$ cat config.mk
export PLATFORM = sky130hd
export DESIGN_NAME = relay_link_ctrl
export DESIGN_NICKNAME = d
export VERILOG_FILES = /design/src/rtl/relay_pkg.sv /design/src/rtl/relay_cap_fifo.sv /design/src/rtl/relay_link_ctrl.sv
export SDC_FILE = /design/constraint.sdc
export NUM_CORES = 1
export LEC_CHECK = 0
export ABC_AREA = 0
export BUFFER_PORTS_ARGS = -buffer_cell sky130_fd_sc_hd__buf_2
export CAP_MARGIN = 20
export CORE_MARGIN = 5
export CORE_UTILIZATION = 56
export DETAILED_ROUTE_END_ITERATION = 8
export PLACE_DENSITY = 0.83
export SYNTH_ARGS = -nofsm -noshare
export SYNTH_HDL_FRONTEND = slang
export SYNTH_SLANG_ARGS = --single-unit
$ cat constraint.sdc
create_clock -name clk -period 4.6 [get_ports clk]
set_input_delay 0.46 -clock clk [delete_from_list [all_inputs] [get_ports clk]]
set_output_delay 0.46 -clock clk [all_outputs]
set_load 0.03 [all_outputs]
$ cat src/rtl/relay_pkg.sv
// Shared relay encodings: front-end modes, role codes, FSM states.
// Start symbols here are also used by the relay encoder and decoder.
package relay_pkg;

  localparam logic [2:0] MOD_SNIFFER    = 3'b000;
  localparam logic [2:0] MOD_TAG_LISTEN = 3'b001;
  localparam logic [2:0] MOD_TAG_MOD    = 3'b010;
  localparam logic [2:0] MOD_RD_LISTEN  = 3'b011;
  localparam logic [2:0] MOD_RD_MOD     = 3'b100;

  localparam logic [2:0] ROLE_FAKE_READER = 3'b101;
  localparam logic [2:0] ROLE_FAKE_TAG    = 3'b110;
  localparam logic [2:0] ROLE_DEBUG       = 3'b111;

  localparam logic [3:0] DEF_RD_START  = 4'hc;
  localparam logic [3:0] DEF_TAG_START = 4'hf;
  localparam int         DEF_END_SYMS  = 4;

  typedef enum logic [1:0] {
    ST_OFF,
    ST_LISTEN,
    ST_PRE,
    ST_MOD
  } relay_state_t;

  function automatic logic [2:0] mode_of(
    input relay_state_t st,
    input logic         reader
  );
    logic [2:0] m;
    m = MOD_SNIFFER;
    unique case (st)
      ST_LISTEN: m = reader ? MOD_RD_LISTEN : MOD_TAG_LISTEN;
      ST_MOD:    m = reader ? MOD_RD_MOD : MOD_TAG_MOD;
      default:   m = MOD_SNIFFER;
    endcase
    return m;
  endfunction

endpackage

$ cat src/rtl/relay_cap_fifo.sv
// Debug capture FIFO: show-ahead read, full/empty from wrap-bit pointers.
// Reset drops the contents by clearing both pointers.
module relay_cap_fifo #(
  parameter int W     = 4,
  parameter int DEPTH = 32
) (
  input  logic         clk,
  input  logic         reset,
  input  logic         push,
  input  logic [W-1:0] wr_data,
  input  logic         pop,
  output logic [W-1:0] rd_data,
  output logic         full,
  output logic         empty
);

  localparam int AW = $clog2(DEPTH);

  logic [W-1:0] mem [DEPTH];
  logic [AW:0]  wr_ptr;
  logic [AW:0]  rd_ptr;
  logic         do_push;
  logic         do_pop;

  assign empty   = (wr_ptr == rd_ptr);
  assign full    = (wr_ptr[AW] != rd_ptr[AW]) &&
                   (wr_ptr[AW-1:0] == rd_ptr[AW-1:0]);
  assign do_push = push && !full;
  assign do_pop  = pop && !empty;
  assign rd_data = mem[rd_ptr[AW-1:0]];

  always_ff @(posedge clk or posedge reset) begin
    if (reset) begin
      wr_ptr <= '0;
      rd_ptr <= '0;
    end else begin
      if (do_push) wr_ptr <= wr_ptr + 1'b1;
      if (do_pop)  rd_ptr <= rd_ptr + 1'b1;
    end
  end

  always_ff @(posedge clk) begin
    if (do_push) mem[wr_ptr[AW-1:0]] <= wr_data;
  end

endmodule

$ cat src/rtl/relay_link_ctrl.sv
// Relay link controller: drives front-end mode from the decoded relay
// symbol stream, with inactivity timeout and serial debug capture.
module relay_link_ctrl
  import relay_pkg::*;
#(
  parameter int               SYM_W         = 4,
  parameter int               HIST_SYMS     = 5,
  parameter int               DIV_LOG2      = 4,
  parameter logic [SYM_W-1:0] RD_START      = SYM_W'(DEF_RD_START),
  parameter logic [SYM_W-1:0] TAG_START     = SYM_W'(DEF_TAG_START),
  parameter int               END_SYMS      = DEF_END_SYMS,
  parameter int               TIMEOUT_TICKS = 1024,
  parameter int               CAP_DEPTH     = 32,
  parameter int               HOLDOFF_W     = 20
) (
  input  logic             clk,
  input  logic             reset,
  input  logic [2:0]       role,
  input  logic             data_in,
  input  logic [SYM_W-1:0] sym_in,
  input  logic             sym_valid,
  output logic [2:0]       mod_type,
  output logic             tx_gate,
  output logic             ssp_din,
  output logic             cap_overflow,
  output logic [7:0]       frame_cnt
);

  localparam int HW = HIST_SYMS * SYM_W;
  localparam int EW = END_SYMS * SYM_W;
  localparam int AW = (END_SYMS > 1) ? $clog2(END_SYMS) : 1;
  localparam int TW = $clog2(TIMEOUT_TICKS + 1);
  localparam int BW = (SYM_W > 1) ? $clog2(SYM_W) : 1;

  localparam logic [DIV_LOG2-1:0] TICK_AT =
    DIV_LOG2'(1) << (DIV_LOG2 - 1);
  localparam logic [AW-1:0] ALIGN_LAST = AW'(END_SYMS - 1);
  localparam logic [TW-1:0] TO_LAST    = TW'(TIMEOUT_TICKS - 1);
  localparam logic [BW-1:0] BIT_LAST   = BW'(SYM_W - 1);

  logic [DIV_LOG2-1:0] div_cnt;
  logic                tick;

  logic                role_rd;
  logic                role_tag;
  logic                active;
  logic                debug;
  logic                sym_take;
  logic [2:0]          role_q;

  logic [HW-1:0]       hist_q;
  logic [HW-1:0]       hist_d;
  logic [AW-1:0]       align_q;
  logic [AW-1:0]       align_d;
  logic [SYM_W-1:0]    start_sym;
  logic                start_hit;
  logic                end_hit;

  relay_state_t        state_q;
  relay_state_t        state_d;
  logic [TW-1:0]       to_cnt_q;
  logic [TW-1:0]       to_cnt_d;
  logic                timeout;
  logic                clr_align;
  logic                frame_done;

  logic                fifo_full;
  logic                fifo_empty;
  logic                fifo_pop;
  logic [SYM_W-1:0]    fifo_rd;
  logic [HOLDOFF_W-1:0] hold_q;
  logic [BW-1:0]       bit_q;
  logic                shift_en;

  assign role_rd  = (role == ROLE_FAKE_READER);
  assign role_tag = (role == ROLE_FAKE_TAG);
  assign active   = role_rd || role_tag;
  assign debug    = (role == ROLE_DEBUG);
  assign sym_take = active && sym_valid;

  assign tick = (div_cnt == TICK_AT);

  always_ff @(posedge clk or posedge reset) begin
    if (reset) begin
      div_cnt <= '0;
    end else begin
      div_cnt <= div_cnt + 1'b1;
    end
  end

  // Next history/align forwarded so a symbol landing on a tick is seen.
  always_comb begin
    hist_d  = hist_q;
    align_d = align_q;
    if (sym_take) begin
      hist_d  = {hist_q[HW-SYM_W-1:0], sym_in};
      align_d = (align_q == ALIGN_LAST) ? '0 : align_q + 1'b1;
    end
  end

  assign start_sym = role_rd ? RD_START : TAG_START;
  assign start_hit = (hist_d == HW'(start_sym));
  assign end_hit   = (hist_d[EW-1:0] == '0) && (align_d == '0);

  // Symbols keep a frame alive in MOD; PRE only waits on the pattern.
  assign timeout = tick && (to_cnt_q == TO_LAST) &&
                   !((state_q == ST_MOD) && sym_take);

  always_comb begin
    state_d    = state_q;
    clr_align  = 1'b0;
    frame_done = 1'b0;
    if (!active) begin
      state_d = ST_OFF;
    end else if ((role != role_q) || (state_q == ST_OFF)) begin
      state_d = ST_LISTEN;
    end else begin
      unique case (state_q)
        ST_LISTEN: begin
          if (tick && start_hit) begin
            state_d   = ST_MOD;
            clr_align = 1'b1;
          end else if (data_in) begin
            state_d = ST_PRE;
          end
        end
        ST_PRE: begin
          if (tick && start_hit) begin
            state_d   = ST_MOD;
            clr_align = 1'b1;
          end else if (timeout) begin
            state_d = ST_LISTEN;
          end
        end
        ST_MOD: begin
          if (tick && end_hit) begin
            state_d    = ST_LISTEN;
            frame_done = 1'b1;
          end else if (timeout) begin
            state_d = ST_LISTEN;
          end
        end
        default: state_d = ST_LISTEN;
      endcase
    end
  end

  always_comb begin
    to_cnt_d = to_cnt_q;
    if ((state_d != state_q) ||
        !((state_q == ST_PRE) || (state_q == ST_MOD))) begin
      to_cnt_d = '0;
    end else if ((state_q == ST_MOD) && sym_take) begin
      to_cnt_d = '0;
    end else if (tick) begin
      to_cnt_d = to_cnt_q + 1'b1;
    end
  end

  always_ff @(posedge clk or posedge reset) begin
    if (reset) begin
      state_q   <= ST_OFF;
      role_q    <= '0;
      hist_q    <= '0;
      align_q   <= '0;
      to_cnt_q  <= '0;
      mod_type  <= MOD_SNIFFER;
      frame_cnt <= '0;
    end else begin
      state_q  <= state_d;
      role_q   <= role;
      hist_q   <= hist_d;
      align_q  <= clr_align ? '0 : align_d;
      to_cnt_q <= to_cnt_d;
      mod_type <= debug ? MOD_RD_LISTEN : mode_of(state_d, role_rd);
      if (frame_done) frame_cnt <= frame_cnt + 1'b1;
    end
  end

  assign tx_gate = !((mod_type == MOD_TAG_MOD) ||
                     (mod_type == MOD_RD_MOD));

  relay_cap_fifo #(
    .W     (SYM_W),
    .DEPTH (CAP_DEPTH)
  ) u_cap (
    .clk     (clk),
    .reset   (reset),
    .push    (sym_take),
    .wr_data (sym_in),
    .pop     (fifo_pop),
    .rd_data (fifo_rd),
    .full    (fifo_full),
    .empty   (fifo_empty)
  );

  always_ff @(posedge clk or posedge reset) begin
    if (reset) begin
      cap_overflow <= 1'b0;
    end else if (sym_take && fifo_full) begin
      cap_overflow <= 1'b1;
    end
  end

  assign shift_en = debug && tick && hold_q[HOLDOFF_W-1];
  assign fifo_pop = shift_en && !fifo_empty && (bit_q == BIT_LAST);

  always_ff @(posedge clk or posedge reset) begin
    if (reset) begin
      hold_q  <= '0;
      bit_q   <= '0;
      ssp_din <= 1'b0;
    end else if (!debug) begin
      hold_q  <= '0;
      bit_q   <= '0;
      ssp_din <= 1'b0;
    end else if (tick) begin
      if (!hold_q[HOLDOFF_W-1]) begin
        hold_q <= hold_q + 1'b1;
      end else if (fifo_empty) begin
        ssp_din <= 1'b0;
      end else begin
        ssp_din <= fifo_rd[BIT_LAST - bit_q];
        bit_q   <= (bit_q == BIT_LAST) ? '0 : bit_q + 1'b1;
      end
    end
  end

endmodule

==> impl_metrics.tcl <==
set metrics [dict create \
    cap_violations 0 \
    drtIter0Drc 646 \
    cts_made_buffers 22 \
    grt_util_all_layers_pct 20.9 \
    cts-htree-levels 1 \
    drive_above_1_share_pct 14.8 \
    dpl.hpwl_um 12900 \
    die_h_um 141 \
    p_per_area_nw_per_um2 423 \
    rows 47 \
    ys_seq_area_share_pct 63.4 \
    fin_cells 989 \
    cts_resized 0 \
    antenna_found_initial 0 \
    worstMarginPinSlew_ps 943 \
    vias 6129 \
    outcome "complete, but fails checks" \
    critical_path.max_stage_delay_ps 610 \
    cts_setup_buffers 0 \
    critPathMaxFanout 12 \
    ys_seq_elements 217 \
    grt_pass1_wl_um 33200 \
    timing.critical_path.arrival_ps 3640 \
    fin_setup_tns_ps 0 \
    timing.fmax_ghz 0.310 \
    crit_start "div_cnt[0]" \
    drc 0 \
    cp_cell_sequence "inv_1 -> ha_1 -> and3b_1 -> nand4_1 -> a2111oi_0 -> o22a_1 -> or3_1 -> o211a_1 -> nand3_1 -> nor2_1" \
    finalCritPeriodShare_pct 70.1 \
    clk_pin_slew_ps 60 \
    finalHoldViolCount 11 \
    grt_pass1_vias 6278 \
    violations "negative hold slack" \
    ios 25 \
    synth_area_leaders "edfxtp_1, dfrtp_1, mux4_2" \
    dr.pass1.iters 5 \
    synthCells 727 \
    worstReg2RegStart "div_cnt[0]" \
    critPathBufInv 1 \
    ys.flop_type "edfxtp_1" \
    synth_warnings 0 \
    fin_skew_ps 10.1 \
    critical_path.top_delay_family "simple AND/OR/NAND/NOR gates" \
    crit_path_end_kind "register" \
    synth_top_area_cell "edfxtp_1" \
    ant_nets 0 \
    crit_path_start_kind "register" \
    gp_congestion 0.938 \
    post_drt_wl_per_cell_um 20.7 \
    met1Wirelength_um 8140 \
    cts_tree "done" \
    maxSlewHeadroom_pct 37.1 \
    met2WireLength_um 10300 \
    start_util_pct 57.3 \
    critPathSlowestCell "a2111oi_0" \
    diodes 0 \
    die_w_um 141 \
    yosys.area.top_type_share_pct 40.1 \
    critPathRequiredTime_ps 5010 \
    fin_hold_ws_ps -8.74 \
    placedCellCount 948 \
    syn_nets 754 \
    layout.nets 780 \
    hp-class "in -> async" \
    die-area_um2 19800 \
    clk_latency_ps 500 \
    p_leak_nw 4.01 \
    syn_area_per_cell_um2 13.2 \
    portBuffers 24 \
    finalSetupViolations 0 \
    avgViaCountPerCell 6.20 \
    grt_setup_unrepaired "false" \
    top_layer "met4" \
    period_minus_slack_ps 3230 \
    synthArstFlopShare_pct 41.0 \
    yosysUniqueCellTypes 57 \
    grt_max_degree 65 \
    cts_sinks 217 \
    area_delta_synth_final_pct 11.2 \
    met3_length_um 1600 \
    synth-edff-count 128 \
    synth_top_cells_by_count "edfxtp_1, dfrtp_1, nand2_1" \
    postCtsHoldBufs 0 \
    crit_type "reg -> reg" \
    cts-root-buf "clkbuf_16" \
    synth_area_um2 9570 \
    slew_viol_final 0 \
    clockBufferDepth 3 \
    yosysMostFrequentCell "edfxtp_1" \
    grt-ovfl-total 0 \
    core_area_um2 16700 \
    wl_um 20500 \
    ir_drop_v 0.000323 \
]
[metrics by stage]
stage               util [%]  total power [mW]  cell area [um^2]  setup WS [ps]
floorplan                  -              2.56              9570           1830
global placement        59.2              2.66              9880           1470
detailed placement      59.2              2.68              9880           1300
CTS                     63.6              4.51             10600           1410
global route            63.8              4.67             10600           1100
finish                  63.8              4.50             10600           1370
[sequential cells by signal (all words and copies together) (netlist names)]
| register | cells |
|---|---|
| u_cap.mem | 128 |
| hist_q | 20 |
| hold_q | 20 |
| to_cnt_q | 11 |
| frame_cnt | 8 |
| u_cap.rd_ptr | 6 |
| u_cap.wr_ptr | 6 |
| div_cnt | 4 |
| mod_type | 3 |
| role_q | 3 |
| align_q | 2 |
| bit_q | 2 |
| state_q | 2 |
| cap_overflow | 1 |
| ssp_din | 1 |
[area by class of cell]
class,count,area (um^2)
repair buffers,32,193
multi-input cells,467,3310
inverters,13,50.0
clock buffers,30,622
flip-flops and latches,217,6070
fillers,1175,6050
clock inverters,10,123
well taps,220,275
[cell families after synthesis]
group | Yosys count | synth area share, %
flip-flops | 217 | 63.4
adder cells (fa/ha/maj) | 16 | 2.09
AND/OR/NAND/NOR | 271 | 13.5
AO/OA/AOI/OAI | 76 | 5.08
multiplexers | 52 | 9.23
buffers and inverters | 43 | 1.97
XOR/XNOR | 52 | 4.76
[cell usage in the layout, fill, tap and decap left out, types with 4 or more instances in the layout]
cell type / instances
nand3_1: 28
nor4_1: 5
clkbuf_1: 5
edfxtp_1: 128
buf_4: 7
o21ai_0: 20
or3_1: 10
a22oi_1: 4
and4_1: 4
ha_1: 16
buf_2: 24
and3_1: 13
nor3_1: 9
nand3b_1: 4
nand2_1: 86
xor2_1: 28
mux2_2: 10
or2_2: 5
o21a_1: 4
dfrtp_1: 88
inv_1: 12
a21oi_1: 23
nand4_1: 12
mux2i_1: 14
nor2_1: 78
clkbuf_16: 23
xnor2_1: 24
clkinv_2: 6
mux4_2: 28
[report_power, final]
part / leakage, nW / switching [mW] / internal [mW] / total, mW
Clock: 0.369 / 0.728 / 1.11 / 1.84
Sequential: 2.35 / 0.122 / 2.17 / 2.29
Combinational: 1.29 / 0.242 / 0.130 / 0.373
Total: 4.01 / 1.09 / 3.41 / 4.50
[layer usage]
metal	track usage, %	up-vias
li1	-	2713
met3	3.59	47
met5	0	-
met2	34.7	305
met1	28.5	3064
met4	6.53	0
[final timing paths]
| kind | to | slack [ps] | cells after the start |
|---|---|---|---|
| worst min-delay path | to_cnt_q[6] | -9 | 2 |
| worst min register to register | cap_overflow | 470 | 1 |
| worst max-delay path | to_cnt_q[3] | 1370 | 10 |
| max in group asynchronous | u_cap.rd_ptr[1] | 3610 | 4 |
| min in group clk | role_q[0] | 190 | 1 |
| worst max register to register | to_cnt_q[3] | 1370 | 10 |
[worst register-to-register path, delay by kind of cell, from the launching register on]
kind	cells	cell delay [ps]
and+or+nand+nor	5	1470
buffers and inverters	1	80
DFF	1	400
AOI/OAI and AO/OA	3	1050
adders and majority gates	1	140
Power figures use the tool's default switching activity.
